===== config.mk =====
export PLATFORM = sky130hd
export DESIGN_NAME = align_pipe
export DESIGN_NICKNAME = d
export VERILOG_FILES = /design/src/rtl/align_pipe.sv
export SDC_FILE = /design/constraint.sdc
export NUM_CORES = 1
export LEC_CHECK = 0
export CORE_MARGIN = 5
export CORE_UTILIZATION = 44
export DETAILED_ROUTE_END_ITERATION = 6
export GPL_ROUTABILITY_DRIVEN = 0
export PLACE_DENSITY = 0.75
export SLEW_MARGIN = 20
export SYNTH_ARGS = -nofsm -noshare
export SYNTH_HDL_FRONTEND = slang
export SYNTH_SLANG_ARGS = --single-unit

===== constraint.sdc =====
create_clock -name clk -period 3.2 [get_ports clk]
set_input_delay 0.64 -clock clk [delete_from_list [all_inputs] [get_ports clk]]
set_output_delay 0.64 -clock clk [all_outputs]
set_load 0.01 [all_outputs]

===== src/rtl/align_pipe.sv =====
// Pipelined addend aligner: right-shifts C into the FMA alignment window with saturation and sticky.
// Optional ALIGN_NEG_EN adds in_sub/out_cin and inverts the aligned window for subtraction.
module align_pipe #(
   parameter int unsigned SIG_WIDTH   = 23,
   parameter int unsigned SHAMT_WIDTH = 7,
   parameter int unsigned STAGES      = 2,
   parameter int unsigned TAG_WIDTH   = 4,
   localparam int unsigned AW         = 3*(SIG_WIDTH+1)+7,
   localparam int unsigned LSBPAD     = 2*(SIG_WIDTH+1)+6
) (
   input  logic                   clk,
   input  logic                   rst_n,
   input  logic                   in_valid,
   output logic                   in_ready,
   input  logic [SIG_WIDTH:0]     in_c,
   input  logic [SHAMT_WIDTH-1:0] in_shamt,
   input  logic [TAG_WIDTH-1:0]   in_tag,
`ifdef ALIGN_NEG_EN
   input  logic                   in_sub,
   output logic                   out_cin,
`endif
   output logic                   out_valid,
   input  logic                   out_ready,
   output logic [AW-1:0]          out_c_aligned,
   output logic                   out_sticky,
   output logic [TAG_WIDTH-1:0]   out_tag
);

   localparam int unsigned EW = $clog2(AW+1);

   // Stage k applies the shift bits whose index is congruent to k modulo STAGES.
   function automatic logic [EW-1:0] stage_mask(input int unsigned k);
      stage_mask = '0;
      for (int unsigned b = 0; b < EW; b++) begin
         if (b % STAGES == k) stage_mask[b] = 1'b1;
      end
   endfunction

   logic                 r_vld [STAGES];
   logic [AW-1:0]        r_win [STAGES];
   logic [EW-1:0]        r_sh  [STAGES];
   logic                 r_st  [STAGES];
   logic [TAG_WIDTH-1:0] r_tag [STAGES];

   logic                 w_src_vld [STAGES];
   logic [AW-1:0]        w_src_win [STAGES];
   logic [EW-1:0]        w_src_sh  [STAGES];
   logic                 w_src_st  [STAGES];
   logic [TAG_WIDTH-1:0] w_src_tag [STAGES];
   logic [AW-1:0]        w_nxt_win [STAGES];

   logic                 w_adv;
   logic [EW-1:0]        w_eff;
   logic                 w_sticky;
   logic                 w_unused_sh;

`ifdef ALIGN_NEG_EN
   logic                 r_sub     [STAGES];
   logic                 w_src_sub [STAGES];
`endif

   assign w_adv       = out_ready | ~r_vld[STAGES-1];
   assign in_ready    = w_adv;
   assign w_unused_sh = ^r_sh[STAGES-1];

   always_comb begin
      w_eff = (32'(in_shamt) >= AW) ? EW'(AW) : EW'(in_shamt);
      // Sticky is resolved from the saturated amount up front, in parallel with the shift.
      w_sticky = 1'b0;
      for (int unsigned j = 0; j <= SIG_WIDTH; j++) begin
         if (LSBPAD + j < 32'(w_eff)) w_sticky = w_sticky | in_c[j];
      end
   end

   always_comb begin
      w_src_vld[0] = in_valid;
      w_src_win[0] = {1'b0, in_c, {LSBPAD{1'b0}}};
      w_src_sh[0]  = w_eff;
      w_src_st[0]  = w_sticky;
      w_src_tag[0] = in_tag;
`ifdef ALIGN_NEG_EN
      w_src_sub[0] = in_sub;
`endif
      for (int unsigned k = 1; k < STAGES; k++) begin
         w_src_vld[k] = r_vld[k-1];
         w_src_win[k] = r_win[k-1];
         w_src_sh[k]  = r_sh[k-1];
         w_src_st[k]  = r_st[k-1];
         w_src_tag[k] = r_tag[k-1];
`ifdef ALIGN_NEG_EN
         w_src_sub[k] = r_sub[k-1];
`endif
      end
      for (int unsigned k = 0; k < STAGES; k++) begin
         w_nxt_win[k] = w_src_win[k] >> (w_src_sh[k] & stage_mask(k));
`ifdef ALIGN_NEG_EN
         if (k == STAGES-1) w_nxt_win[k] = w_nxt_win[k] ^ {AW{w_src_sub[k]}};
`endif
      end
   end

   // The whole pipe advances or holds together; bubbles are not squeezed out.
   always_ff @(posedge clk or negedge rst_n) begin
      if (!rst_n) begin
         for (int unsigned k = 0; k < STAGES; k++) begin
            r_vld[k] <= 1'b0;
            r_win[k] <= '0;
            r_sh[k]  <= '0;
            r_st[k]  <= 1'b0;
            r_tag[k] <= '0;
`ifdef ALIGN_NEG_EN
            r_sub[k] <= 1'b0;
`endif
         end
      end else if (w_adv) begin
         for (int unsigned k = 0; k < STAGES; k++) begin
            r_vld[k] <= w_src_vld[k];
            r_win[k] <= w_nxt_win[k];
            r_sh[k]  <= w_src_sh[k];
            r_st[k]  <= w_src_st[k];
            r_tag[k] <= w_src_tag[k];
`ifdef ALIGN_NEG_EN
            r_sub[k] <= w_src_sub[k];
`endif
         end
      end
   end

   assign out_valid     = r_vld[STAGES-1];
   assign out_c_aligned = r_win[STAGES-1];
   assign out_sticky    = r_st[STAGES-1];
   assign out_tag       = r_tag[STAGES-1];
`ifdef ALIGN_NEG_EN
   assign out_cin       = r_sub[STAGES-1] & ~r_st[STAGES-1];
`endif

endmodule

[Word-level counts from Yosys, hierarchy flattened]
Index checks and enable logic that the tools add are counted.
Storage, ports and cells
  bits in registers: 176
  bits of input ports: 39
  output and inout port bits: 86
  word-level logic and storage cells: 86
Cells by class
  magnitude comparators: 25
  shift operators: 2
  multiplexer cells: 25
  bitwise gates (word level): 25
Operators by type and width (count)
  $lt 7x7->1 const A: 14
  $shr 78x7->79: 1
  $shr 79x6->79: 1
  $lt 6x7->1 const A: 10
  $mux 1: 24
  $or 1x1->1: 24
  $ge 7x7->1 const B: 1
  $mux 7: 1
  $not 1->1: 1

[Longest topological paths before layout]
  depth in word-level cells: 50
  gate-level depth with buffers: 7
  gate-level depth less buffers: 6

[Worst setup path after synthesis]
No wires, ideal clock.
  kind: input port to flip-flop
  start point: input in_shamt[4]
  end point: register r_win[131] (netlist bit)
  setup time: 0.126 ns
  arrival time: 2.037 ns
  required time: 3.074 ns
  path slack: 1.038 ns
  cell stages on the path: 6
  buffers on the path: 1
  cells stage by stage: o21a_4 -> nor2_2 -> buf_6 -> mux4_2 -> a221oi_1 -> nor2_1
Between the ends
  word-level cells in the longest chain between the ends: 3
RTL lines
  start: declaration: RTL line 16  | input logic [SHAMT_WIDTH-1:0] in_shamt,
  $ge 7x7->1: RTL line 67  | w_eff = (32'(in_shamt) >= AW) ? EW'(AW) : EW'(in_shamt);
  $mux 7 *: RTL line 67
  $shr 78x7->79 *: RTL line 95  | w_nxt_win[k] = w_src_win[k] >> (w_src_sh[k] & stage_mask(k));
  end signal: indexed assignment: RTL line 118  | r_win[k] <= w_nxt_win[k];
  end: declaration: RTL line 40  | logic [AW-1:0] r_win [STAGES];
Mark *: on every way between the ends. The rest lies on a longest branch, timed or not.
A chain may end at the register's enable or synchronous reset.

[Worst setup path after layout]
  start point: input out_ready
  end point: output in_ready
Between the ends
  word-level cells in the longest chain between the ends: 1
RTL lines
  start: declaration: RTL line 23  | input logic out_ready,
  $or 1x1->1: RTL line 62  | assign w_adv = out_ready | ~r_vld[STAGES-1];
  end: declaration: RTL line 14  | output logic in_ready,
No other way between the ends.

==> results.json <==
{
  "synth_seq_cells": 152,
  "synth.most_common_cell": "dfrtp_1",
  "synth.avg_cell_area_um2": 9.97,
  "skew_ns": 0.00850,
  "tightest_slew_ns": 0.884,
  "cp-start-kind": "input port",
  "grt_overflow": 0,
  "antenna_left": 0,
  "yosysWarnings": 0,
  "period_needed_ns": 2.60,
  "fp.dieH_um": 151,
  "die_width_um": 151,
  "status": "completed",
  "clk_path_buf_depth": 2,
  "cts_sinks": 152,
  "cts_buffers": 17,
  "yosys-top-cells-count": "152 x dfrtp_1, 95 x nand2_1, 91 x mux2i_1",
  "hp-class": "input port to asynchronous set/reset pin",
  "crit_arrival_ns": 1.96,
  "synth-edff-count": 0,
  "tns_ns": 0,
  "layout-drive-gt1-share": 0.111,
  "fin_nets": 934,
  "portBuffers": 123,
  "syn_nets": 917,
  "endpoint_kind": "output pin",
  "post_cts_resize_count": 0,
  "finalWirelength_um": 24300,
  "path_max_fanout": 5,
  "wl_per_cell_um": 20.7,
  "cts.clk_slew.worst_paths_ns": 0.06,
  "firstDrtPassIters": 5,
  "die_area_um2": 22800,
  "drc_errors": 0,
  "grt_pass1_vias": 6669,
  "hold_viol_final": 0,
  "layout_setup_ws_ns": 0.602,
  "first_iter_violations": 783,
  "synth_top_area_cell": "dfrtp_1",
  "synth.area.top_cells": "dfrtp_1 43%, mux2i_1 10%, a22o_1 7.2%",
  "p_per_area_nw_per_um2": 588,
  "rsz0062_at_grt": "false",
  "antenna_found_initial": 0,
  "postCtsHoldBufs": 0,
  "grt_pass1_wl_um": 37600,
  "via_per_inst": 5.99,
  "root_buffer": "clkbuf_16",
  "r2r_cells": 5,
  "slew_violations": 0,
  "core_area_um2": 19500,
  "hpwl_um": 18000,
  "setup_violations": 0,
  "num_vias": 7021,
  "htree_levels": 4,
  "vdd_drop_max_v": 0.000395,
  "fmax_mhz": 385,
  "criticalPathCategory": "input port to output pin",
  "postCtsSetupRepairBufs": 0,
  "p_leak_nw": 4.65,
  "cp.required_ns": 2.56,
  "period_share": 0.812,
  "post-place-ws_ns": 0.244,
  "io_pins": 125,
  "yosysUniqueCellTypes": 57,
  "fill_cells": 1790,
  "synthFlopType": "dfrtp_1",
  "synth_top_area_frac": 0.435,
  "areaGrowthSynthToFinish_pct": 17.3,
  "start_util": 0.448,
  "rows": 51,
  "ys_async_sr_fraction": 1.00,
  "grt_use_total": 0.214,
  "syn_area_um2": 8750,
  "netlist_instances": 878,
  "cts_tree": "done",
  "max-cap-violations": 0,
  "grt_max_degree": 102,
  "antenna_cells": 0,
  "clk_latency_ns": 0.43,
  "yosysSeqAreaShare": 0.435,
  "relSlewSlack": 0.410
}
==> final timing paths <==
path                                endpoint  slack, ns      start
hold reg to reg                    out_valid       0.46   r_vld[1]
min in group clk                   out_valid       0.46   r_vld[1]
max in group asynchronous  out_c_aligned[21]       2.27      rst_n
setup / recovery                    in_ready       0.60  out_ready
setup reg to reg           out_c_aligned[32]       1.03   r_sh[10]
hold / removal             out_c_aligned[31]       0.19      rst_n
==> per-layer routing <==
metal | track usage | part of all wire | vias up
met5 | 0 | 0 | -
met4 | 0.0839 | 0.036 | 0
li1 | - | - | 3167
met3 | 0.0569 | 0.092 | 65
met2 | 0.311 | 0.43 | 395
met1 | 0.305 | 0.44 | 3394
==> logic make-up after synthesis <==
kind of cell           count (synthesis)  synth area share
buffers and inverters                155             0.105
multiplexers                         122             0.156
AO/OA/AOI/OAI                        234             0.197
flip-flops                           152             0.435
other                                  1          0.000428
AND/OR/NAND/NOR                      214             0.108
==> area by class of cell <==
| type | instances | area, um^2 | share of cell area |
|---|---|---|---|
| repair buffers | 149 | 1450 | 0.142 |
| multi-input cells | 571 | 4050 | 0.394 |
| inverters | 4 | 15.0 | 0.00146 |
| well taps | 265 | 332 | 0.0323 |
| clock inverters | 8 | 120 | 0.0117 |
| clock buffers | 24 | 492 | 0.0479 |
| flip-flops and latches | 152 | 3810 | 0.371 |
==> where the power goes <==
group          internal [mW]  total [mW]  switching [mW]
registers               2.17        2.39           0.216
logic                  0.743        1.59           0.842
clock network           1.30        2.06           0.759
total                   4.22        6.04            1.82
==> critical path, stage by stage <==
cell and delay, ns:
clkdlybuf4s50_1 0.44, nor2b_4 0.24, inv_2 0.09, clkdlybuf4s50_1 0.54
==> cell usage in the layout (no fill, tap or decap), types with 12 or more instances in the layout <==
| master | count |
|---|---|
| a22o_1 | 72 |
| o21ai_0 | 53 |
| buf_4 | 24 |
| nand2_1 | 95 |
| dfrtp_1 | 150 |
| clkbuf_16 | 17 |
| mux2_2 | 22 |
| mux2i_1 | 91 |
| clkdlybuf4s50_1 | 122 |
| a21oi_1 | 24 |
| nor2_1 | 61 |
| nor2b_1 | 12 |
| a221oi_1 | 16 |
==> metrics by stage <==
| step | power [mW] | instance area [um^2] | hold slack [ns] | util | std cells |
|---|---|---|---|---|---|
| 6_report | 6.04 | 10300 | 0.195 | 0.526 | 1173 |
| 5_1_grt | 6.31 | 10300 | 0.245 | 0.526 | 1173 |
| 4_1_cts | 6.05 | 10300 | 0.226 | 0.525 | 1173 |
| 3_5_place_dp | 3.99 | 9640 | 0.448 | 0.494 | 1141 |
| 3_3_place_gp | 3.96 | 9640 | 0.444 | 0.494 | 1141 |
| 2_1_floorplan | 3.45 | 8750 | 0.344 | - | 878 |
==> sequential cells by signal, indices dropped and copies added (netlist names) <==
name           flops
out_valid          1
r_tag              4
r_win             59
r_sh               3
r_vld              1
out_sticky         1
out_c_aligned     78
out_tag            4
r_st               1
Note: power is estimated with default switching activity, not from simulation.
